## src/rtl/spi_lcd_rx_if.sv

```systemverilog
// SPI LCD receiver bus: the four serial input pins plus the decoded
// command and pixel strobes coming back out of the receiver.
interface spi_lcd_rx_if;
    logic        i_sclk;
    logic        i_mosi;
    logic        i_dc;
    logic        i_cs;
    logic        o_cmd_valid;
    logic [7:0]  o_cmd;
    logic        o_px_valid;
    logic [8:0]  o_px_x;
    logic [8:0]  o_px_y;
    logic [15:0] o_px_data;
    logic        o_err;

    // Transmitter / testbench side.
    modport master (
        output i_sclk, i_mosi, i_dc, i_cs,
        input  o_cmd_valid, o_cmd, o_px_valid, o_px_x, o_px_y, o_px_data, o_err
    );

    // Receiver side.
    modport slave (
        input  i_sclk, i_mosi, i_dc, i_cs,
        output o_cmd_valid, o_cmd, o_px_valid, o_px_x, o_px_y, o_px_data, o_err
    );
endinterface

```

## src/rtl/spi_lcd_rx.sv

```systemverilog
// Display-side receiver for the 4-wire SPI LCD stream. Oversamples SCLK with
// i_clk, deserialises bytes, decodes column/page window and RAM-write commands
// and emits one (x, y, RGB565) strobe per received pixel.
module spi_lcd_rx #(
    parameter int unsigned WIDTH  = 240,
    parameter int unsigned HEIGHT = 320
) (
    input  logic         i_clk,
    input  logic         i_rst_n,
    spi_lcd_rx_if.slave  bus
);

    localparam logic [15:0] WidthLim  = 16'(WIDTH);
    localparam logic [15:0] HeightLim = 16'(HEIGHT);
    localparam logic [8:0]  EcInit    = 9'(WIDTH - 1);
    localparam logic [8:0]  EpInit    = 9'(HEIGHT - 1);

    typedef enum logic [2:0] {
        StIdle,
        StColP,
        StPageP,
        StRam,
        StIgnore
    } state_t;

    logic [1:0]  sclk_sync, mosi_sync, dc_sync, cs_sync;
    logic        sclk_prev;
    logic        sclk_rise;
    logic        cs_act;

    logic [7:0]  shift;
    logic [2:0]  bit_cnt;
    logic        byte_stb;
    logic [7:0]  byte_val;
    logic        byte_dc;

    state_t      state;
    logic [1:0]  par_idx;
    logic [7:0]  par_hi;
    logic [15:0] par_start;
    logic [15:0] par_end;
    logic [8:0]  sc, ec, sp, ep;
    logic [8:0]  x, y;
    logic [7:0]  px_hi;
    logic        px_half;

    // Two-flop synchronisers for all SPI pins plus a delayed SCLK for edge detect.
    always_ff @(posedge i_clk or negedge i_rst_n) begin
        if (!i_rst_n) begin
            sclk_sync <= 2'b00;
            mosi_sync <= 2'b00;
            dc_sync   <= 2'b00;
            cs_sync   <= 2'b11;
            sclk_prev <= 1'b0;
        end else begin
            sclk_sync <= {sclk_sync[0], bus.i_sclk};
            mosi_sync <= {mosi_sync[0], bus.i_mosi};
            dc_sync   <= {dc_sync[0], bus.i_dc};
            cs_sync   <= {cs_sync[0], bus.i_cs};
            sclk_prev <= sclk_sync[1];
        end
    end

    assign sclk_rise = sclk_sync[1] & ~sclk_prev;
    assign cs_act    = ~cs_sync[1];
    assign byte_stb  = cs_act & sclk_rise & (bit_cnt == 3'd7);
    assign byte_val  = {shift[6:0], mosi_sync[1]};
    assign byte_dc   = dc_sync[1];
    assign par_end   = {par_hi, byte_val};

    // Bit deserialiser; deasserted CS throws away any partial byte.
    always_ff @(posedge i_clk or negedge i_rst_n) begin
        if (!i_rst_n) begin
            shift   <= 8'h00;
            bit_cnt <= 3'd0;
        end else if (!cs_act) begin
            bit_cnt <= 3'd0;
        end else if (sclk_rise) begin
            shift   <= byte_val;
            bit_cnt <= bit_cnt + 3'd1;
        end
    end

    // Command decode, window tracking and pixel assembly, with registered outputs.
    always_ff @(posedge i_clk or negedge i_rst_n) begin
        if (!i_rst_n) begin
            state           <= StIdle;
            par_idx         <= 2'd0;
            par_hi          <= 8'h00;
            par_start       <= 16'h0000;
            sc              <= 9'd0;
            ec              <= EcInit;
            sp              <= 9'd0;
            ep              <= EpInit;
            x               <= 9'd0;
            y               <= 9'd0;
            px_hi           <= 8'h00;
            px_half         <= 1'b0;
            bus.o_cmd_valid <= 1'b0;
            bus.o_cmd       <= 8'h00;
            bus.o_px_valid  <= 1'b0;
            bus.o_px_x      <= 9'd0;
            bus.o_px_y      <= 9'd0;
            bus.o_px_data   <= 16'h0000;
            bus.o_err       <= 1'b0;
        end else begin
            bus.o_cmd_valid <= 1'b0;
            bus.o_px_valid  <= 1'b0;
            if (byte_stb) begin
                if (!byte_dc) begin
                    bus.o_cmd       <= byte_val;
                    bus.o_cmd_valid <= 1'b1;
                    par_idx         <= 2'd0;
                    px_half         <= 1'b0;
                    case (byte_val)
                        8'h2A:   state <= StColP;
                        8'h2B:   state <= StPageP;
                        8'h2C: begin
                            state <= StRam;
                            x     <= sc;
                            y     <= sp;
                        end
                        default: state <= StIgnore;
                    endcase
                end else begin
                    case (state)
                        StColP, StPageP: begin
                            par_idx <= par_idx + 2'd1;
                            unique case (par_idx)
                                2'd0: par_hi    <= byte_val;
                                2'd1: par_start <= par_end;
                                2'd2: par_hi    <= byte_val;
                                2'd3: begin
                                    // Full 16-bit check so oversized values cannot alias into range.
                                    if (state == StColP) begin
                                        if (par_start <= par_end && par_end < WidthLim) begin
                                            sc <= par_start[8:0];
                                            ec <= par_end[8:0];
                                        end else begin
                                            bus.o_err <= 1'b1;
                                        end
                                    end else begin
                                        if (par_start <= par_end && par_end < HeightLim) begin
                                            sp <= par_start[8:0];
                                            ep <= par_end[8:0];
                                        end else begin
                                            bus.o_err <= 1'b1;
                                        end
                                    end
                                    state <= StIdle;
                                end
                            endcase
                        end
                        StRam: begin
                            if (!px_half) begin
                                px_hi   <= byte_val;
                                px_half <= 1'b1;
                            end else begin
                                px_half        <= 1'b0;
                                bus.o_px_valid <= 1'b1;
                                bus.o_px_x     <= x;
                                bus.o_px_y     <= y;
                                bus.o_px_data  <= {px_hi, byte_val};
                                if (x == ec) begin
                                    x <= sc;
                                    y <= (y == ep) ? sp : y + 9'd1;
                                end else begin
                                    x <= x + 9'd1;
                                end
                            end
                        end
                        default: ;
                    endcase
                end
            end
        end
    end

endmodule
```

## src/flat_wrapper.sv

```systemverilog
// flat-port wrapper written by rule: the top's interface ports become plain ports
module spi_lcd_rx_flat 
#(
    parameter int unsigned WIDTH  = 240,
    parameter int unsigned HEIGHT = 320
)
  (i_clk, i_rst_n, bus_i_sclk, bus_i_mosi, bus_i_dc, bus_i_cs, bus_o_cmd_valid, bus_o_cmd, bus_o_px_valid, bus_o_px_x, bus_o_px_y, bus_o_px_data, bus_o_err);
  spi_lcd_rx_if bus_i ();
  input  logic i_clk;
  input  logic i_rst_n;
  input wire logic [$bits(bus_i.i_sclk)-1:0] bus_i_sclk;
  input wire logic [$bits(bus_i.i_mosi)-1:0] bus_i_mosi;
  input wire logic [$bits(bus_i.i_dc)-1:0] bus_i_dc;
  input wire logic [$bits(bus_i.i_cs)-1:0] bus_i_cs;
  output wire logic [$bits(bus_i.o_cmd_valid)-1:0] bus_o_cmd_valid;
  output wire logic [$bits(bus_i.o_cmd)-1:0] bus_o_cmd;
  output wire logic [$bits(bus_i.o_px_valid)-1:0] bus_o_px_valid;
  output wire logic [$bits(bus_i.o_px_x)-1:0] bus_o_px_x;
  output wire logic [$bits(bus_i.o_px_y)-1:0] bus_o_px_y;
  output wire logic [$bits(bus_i.o_px_data)-1:0] bus_o_px_data;
  output wire logic [$bits(bus_i.o_err)-1:0] bus_o_err;
  assign bus_i.i_sclk = bus_i_sclk;
  assign bus_i.i_mosi = bus_i_mosi;
  assign bus_i.i_dc = bus_i_dc;
  assign bus_i.i_cs = bus_i_cs;
  assign bus_o_cmd_valid = bus_i.o_cmd_valid;
  assign bus_o_cmd = bus_i.o_cmd;
  assign bus_o_px_valid = bus_i.o_px_valid;
  assign bus_o_px_x = bus_i.o_px_x;
  assign bus_o_px_y = bus_i.o_px_y;
  assign bus_o_px_data = bus_i.o_px_data;
  assign bus_o_err = bus_i.o_err;
  spi_lcd_rx #(.WIDTH(WIDTH), .HEIGHT(HEIGHT)) u_core (.i_clk(i_clk), .i_rst_n(i_rst_n), .bus(bus_i));
endmodule
```

## config.mk

```make
export PLATFORM = sky130hd
export DESIGN_NAME = spi_lcd_rx_flat
export DESIGN_NICKNAME = d
export VERILOG_FILES = /design/src/rtl/spi_lcd_rx_if.sv /design/src/rtl/spi_lcd_rx.sv /design/src/flat_wrapper.sv
export SDC_FILE = /design/constraint.sdc
export NUM_CORES = 1
export LEC_CHECK = 0
export CAP_MARGIN = 10
export CORE_MARGIN = 3
export CORE_UTILIZATION = 25
export DETAILED_ROUTE_END_ITERATION = 6
export GPL_ROUTABILITY_DRIVEN = 0
export GPL_TIMING_DRIVEN = 0
export PLACE_DENSITY = 0.4
export SYNTH_ARGS = -nofsm -noshare
export SYNTH_HDL_FRONTEND = slang
export SYNTH_SLANG_ARGS = --single-unit
```

## constraint.sdc

```tcl
create_clock -name i_clk -period 4.1 [get_ports i_clk]
set_input_delay 0.82 -clock i_clk [delete_from_list [all_inputs] [get_ports i_clk]]
set_output_delay 0.82 -clock i_clk [all_outputs]
set_load 0.01 [all_outputs]
```

Yosys cells after proc, flatten, opt, wreduce, memory -nomap -nowiden
Index checks and enable logic that the tools add are counted.

word-level totals
  output and inout port bits = 45
  bits in registers = 156
  input port bits = 6
  word-level logic and storage cells = 112

operators by class
  bitwise logic cells = 8
  reduce and logical (&&, ||, !) cells = 21
  $lt $le $gt $ge = 3
  mux-type cells = 31
  eq/ne operators = 19
  $add $sub $neg = 4

operator list
  operator             count
  $mux 9               11
  $eq 8x6->1 const B   3
  $reduce_and 4->1     5
  $add 9x1->9 const B  2
  $eq 9x9->1           2
  $reduce_and 6->1     3
  $le 16x16->1         1
  $lt 16x8->1 const B  1
  $lt 16x9->1 const B  1
  $mux 3               5
  $mux 1               12
  $ne 2x2->1 const B   6
  $pmux 3 s3           1
  $reduce_and 2->1     4
  $eq 3x2->1 const B   2
  $not 1->1            5
  $reduce_and 5->1     1
  $eq 2x2->1 const B   2
  $mux 2               2
  $reduce_bool 2->1    2
  $reduce_or 2->1      2
  $add 3x1->3 const B  1
  $and 1x1->1          3
  $eq 3x1->1 const B   1
  7 further kinds      8

Depth between registers and ports, before layout
  depth in word-level cells = 6
  gate-level depth with buffers = 10
  mapped depth without buffers = 9

Worst setup path after synthesis
Ideal clock, no wire load.

  path type = register -> register
  from = register u_core.par_start[13]
  to = register u_core.ep[6]
  data arrival time = 2803 ps
  slack = 1171 ps
  path buffers = 1
  cell stages (with the launch flop) = 9
  period minus slack after synthesis = 2929 ps
  data required time = 3975 ps
  library setup time = 125 ps
  cell sequence = dfrtp_1 > ha_1 > a211oi_2 > nor2_1 > or4_1 > a211o_1 > a2111oi_4 > buf_6 > mux2_4

between the ends
  word-level cells in the longest chain between the ends = 3

ends and longest elaborated chain
  item                        RTL line           source
  from (decl)                 spi_lcd_rx.sv:40   logic [15:0] par_start;
  from (signal assigned)      spi_lcd_rx.sv:131  2'd1: par_start <= par_end;
  $le 16x16->1                spi_lcd_rx.sv:143  if (par_start <= par_end && par_end < HeightLim) begin
  $logic_and 1x1->1           spi_lcd_rx.sv:143
  $reduce_and 6->1 (no line)  n/a
  to (signal assigned)        spi_lcd_rx.sv:94   ep <= EpInit;
  to (signal assigned)        spi_lcd_rx.sv:145  ep <= par_end[8:0];
  to (decl)                   spi_lcd_rx.sv:42   logic [8:0] sc, ec, sp, ep;

No other way between the ends.
A chain may end at the register's enable or synchronous reset.

Worst setup path after layout
  from = register u_core.bit_cnt[0]
  to = register u_core.y[0]

between the ends
  word-level cells in the longest chain between the ends = 3

ends and longest elaborated chain
  item                        RTL line           source
  from (decl)                 spi_lcd_rx.sv:32   logic [2:0] bit_cnt;
  from (signal assigned)      spi_lcd_rx.sv:80   bit_cnt <= bit_cnt + 3'd1;
  $eq 3x3->1                  spi_lcd_rx.sv:66   assign byte_stb = cs_act & sclk_rise & (bit_cnt == 3'd7);
  $and 1x1->1                 spi_lcd_rx.sv:66
  $reduce_and 5->1 (no line)  n/a
  to (signal assigned)        spi_lcd_rx.sv:121  y <= sp;
  to (signal assigned)        spi_lcd_rx.sv:166  y <= (y == ep) ? sp : y + 9'd1;
  to (decl)                   spi_lcd_rx.sv:43   logic [8:0] x, y;

No other way between the ends.

==> run_results.csv <==
group,metric,value,unit
outcome,status,"completed",
pwr,power,3.44,mW
synthesis,yosys_most_used_dff,"dfrtp_1",
cts,cts.htree.levels,4,
timing,relSlewSlack,0.366,
place,hpwl,13500,um
finish,fin_nets,764,
synthesis,yosys.cell_count.top_type,"nand2_1",
finish,syn_to_final_growth,22.9,%
detailed_routing,via_per_inst,4.49,
detailed_routing,avgRoutedWirePerCell,16.8,um
detailed_routing,detail_route.first_pass.iterations,5,
detailed_routing,drt_iter0_drc,231,
cts,cts.repair.resized,0,
timing,period_needed,3.51,ns
cts,cts_made_buffers,17,
timing,final_hold_viol_count,0,
global_routing,grt-ovfl-total,0,
global_routing,grt_pass1_vias,5256,
detailed_routing,drc_errors,0,
min_path,hold_class,"input port to async pin",
critical_path,ff2ff_path_depth,10,
floorplan,pin_count,51,
detailed_routing,ant_nets,0,
synthesis,synthCells,664,
cts,clkLatencyLatePin,0.43,ns
floorplan,die_area,30100,um^2
critical_path,crit_fanout,10,
global_routing,antenna_found_initial,0,
finish,reg_top3,"u_core.bus.o_px_data (16), u_core.par_start (16)",
critical_path,endpoint_kind,"register",
floorplan,die_h,173,um
critical_path,cp.arrival,3.83,ns
floorplan,rows,60,
critical_path,criticalPathCategory,"register to register",
finish,drive_above_1_share,0.135,
synthesis,avgSynthCellArea,10.6,um^2
global_routing,grt_pass1_wl,30400,um
synthesis,synthTopCellsByArea,"dfrtp_1 50%, nand2_1 7.9%, dfstp_2 6.0%",
synthesis,ys_seq_area_frac,0.560,
synthesis,async_reset_ff_frac,1.00,
cts,clockBufferDepth,2,
synthesis,yosysUniqueCellTypes,54,
timing,setup_tns,0,ns
synthesis,netlist_area,7010,um^2
timing,max_freq,285,MHz
synthesis,syn-num-nets,694,
pwr,ir_drop,0.000216,V
critical_path,cp.required,4.41,ns
cts,cts-root-buf,"clkbuf_16",
critical_path,rr_endpoint,"u_core.y[0]",
synthesis,synth-edff-count,0,
critical_path,start_kind,"register",
cts,ctsHoldBuffers,0,
timing,skew,0.0161,ns
synthesis,synth-seq-cells,156,
floorplan,fp.coreArea,27300,um^2
timing,rsz0062_at_grt,"no",
synthesis,yosysWarnings,0,
timing,fin_crit_sh,0.857,
place,portBuffers,50,
pwr,power_density,399,nW/um^2
detailed_routing,drt_wl_total,18800,um
synthesis,yosysTopAreaCellShare,0.500,
timing,setup_viol,0,
timing,finalMaxSlewViolations,0,
floorplan,initial_core_util,0.257,
pwr,leakagePower,3.93,nW
cts,postCtsSetupRepairBufs,0,
cts,cts_sinks,156,
detailed_routing,vias,5024,
critical_path,r2r_slack,0.59,ns
synthesis,ys_top_cells_by_count,"148 x nand2_1, 140 x dfrtp_1, 66 x o21ai_0",
cts,cts_tree,"built",
finish,antenna_cells,0,
critical_path,r2r_start,"u_core.bit_cnt[0]",
synthesis,yosysTopAreaCell,"dfrtp_1",
timing,worst_pin_slew,0.942,ns
job,maxCapViolations,0,
cts,clk_pin_slew_worst_paths,0.07,ns
global_routing,grt_max_degree,82,
floorplan,die_width,173,um
global_routing,globalRouteTotalUtil,0.131,
per-stage QoR:
| stage | hold WS (ns) | std cells | utilization | setup WS (ns) | area [um^2] |
|---|---|---|---|---|---|
| global placement | 0.334 | 1086 | 0.293 | -4.23 | 7980 |
| detailed placement | 0.342 | 1087 | 0.294 | 0.538 | 8010 |
| CTS | 0.357 | 1119 | 0.316 | 0.511 | 8620 |
| floorplan | 0.331 | 664 | - | 1.17 | 7010 |
| finish | 0.357 | 1119 | 0.316 | 0.587 | 8620 |
| global route | 0.362 | 1119 | 0.316 | 0.279 | 8620 |
logic make-up (layout without fill, tap and decap cells):
family	after synthesis	in the layout	synth area share
simple gates	231	231	0.145
fa+ha+maj	24	24	0.0428
flops	156	156	0.560
compound gates	123	123	0.106
xor+xnor	22	22	0.0275
mux	52	52	0.0873
buf+inv	56	139	0.0323
cells in the final DEF, fill, tap and decap left out, drive strengths merged, types with 7 or more instances in the layout:
| master | count |
|---|---|
| nand3 | 14 |
| clkbuf | 44 |
| inv | 27 |
| ha | 24 |
| nand4 | 7 |
| xor2 | 12 |
| dfstp | 16 |
| a21oi | 26 |
| clkdlybuf4s50 | 49 |
| xnor2 | 10 |
| mux2 | 43 |
| nor2 | 25 |
| mux2i | 9 |
| o21ai | 66 |
| nand2 | 148 |
| dfrtp | 140 |
| buf | 8 |
layout make-up:
type                    instances  area, um^2
fillers                      2795       18600
flip-flops and latches        156        3920
multi-input cells             452        2860
repair buffers                 51         533
well taps                     372         465
clock buffers                  20         437
clock inverters                12         173
plain buffers                  30         129
inverters                      26        97.6
where the power goes:
group	total (mW)	switching, mW	leakage (nW)	internal (mW)
logic	0.164	0.126	1.54	0.0381
registers	1.61	0.0538	2.10	1.56
clock network	1.66	0.643	0.294	1.02
total	3.44	0.822	3.93	2.62
layer usage:
metal,vias to the layer above,global-route usage,wire length [um]
met1,2479,0.171,9040
li1,2428,-,-
met2,92,0.212,8730
met4,0,0.0443,396
met5,-,0,0
met3,25,0.0315,628
critical path: stages (launching register included):
cell	delay, ns
dfrtp_1	0.37
ha_1	0.17
ha_1	0.16
and4bb_1	0.33
nand4_1	0.62
inv_2	0.49
nand4_1	0.26
nand2_1	0.26
buf_1	0.43
mux2i_1	0.24
nand2_1	0.06
worst max path at each step:
stage	startpoint	to	slack, ns
after floorplan	u_core.par_start[13]	u_core.ep[6]	1.17
after global placement	i_rst_n	u_core.bus.o_px_data[13]	-4.23
after detailed placement	u_core.bit_cnt[0]	u_core.y[0]	0.54
after CTS	u_core.bit_cnt[0]	u_core.y[0]	0.51
after global routing	u_core.bit_cnt[0]	u_core.y[0]	0.28
final	u_core.bit_cnt[0]	u_core.y[0]	0.59
Power figures use the tool's default switching activity.
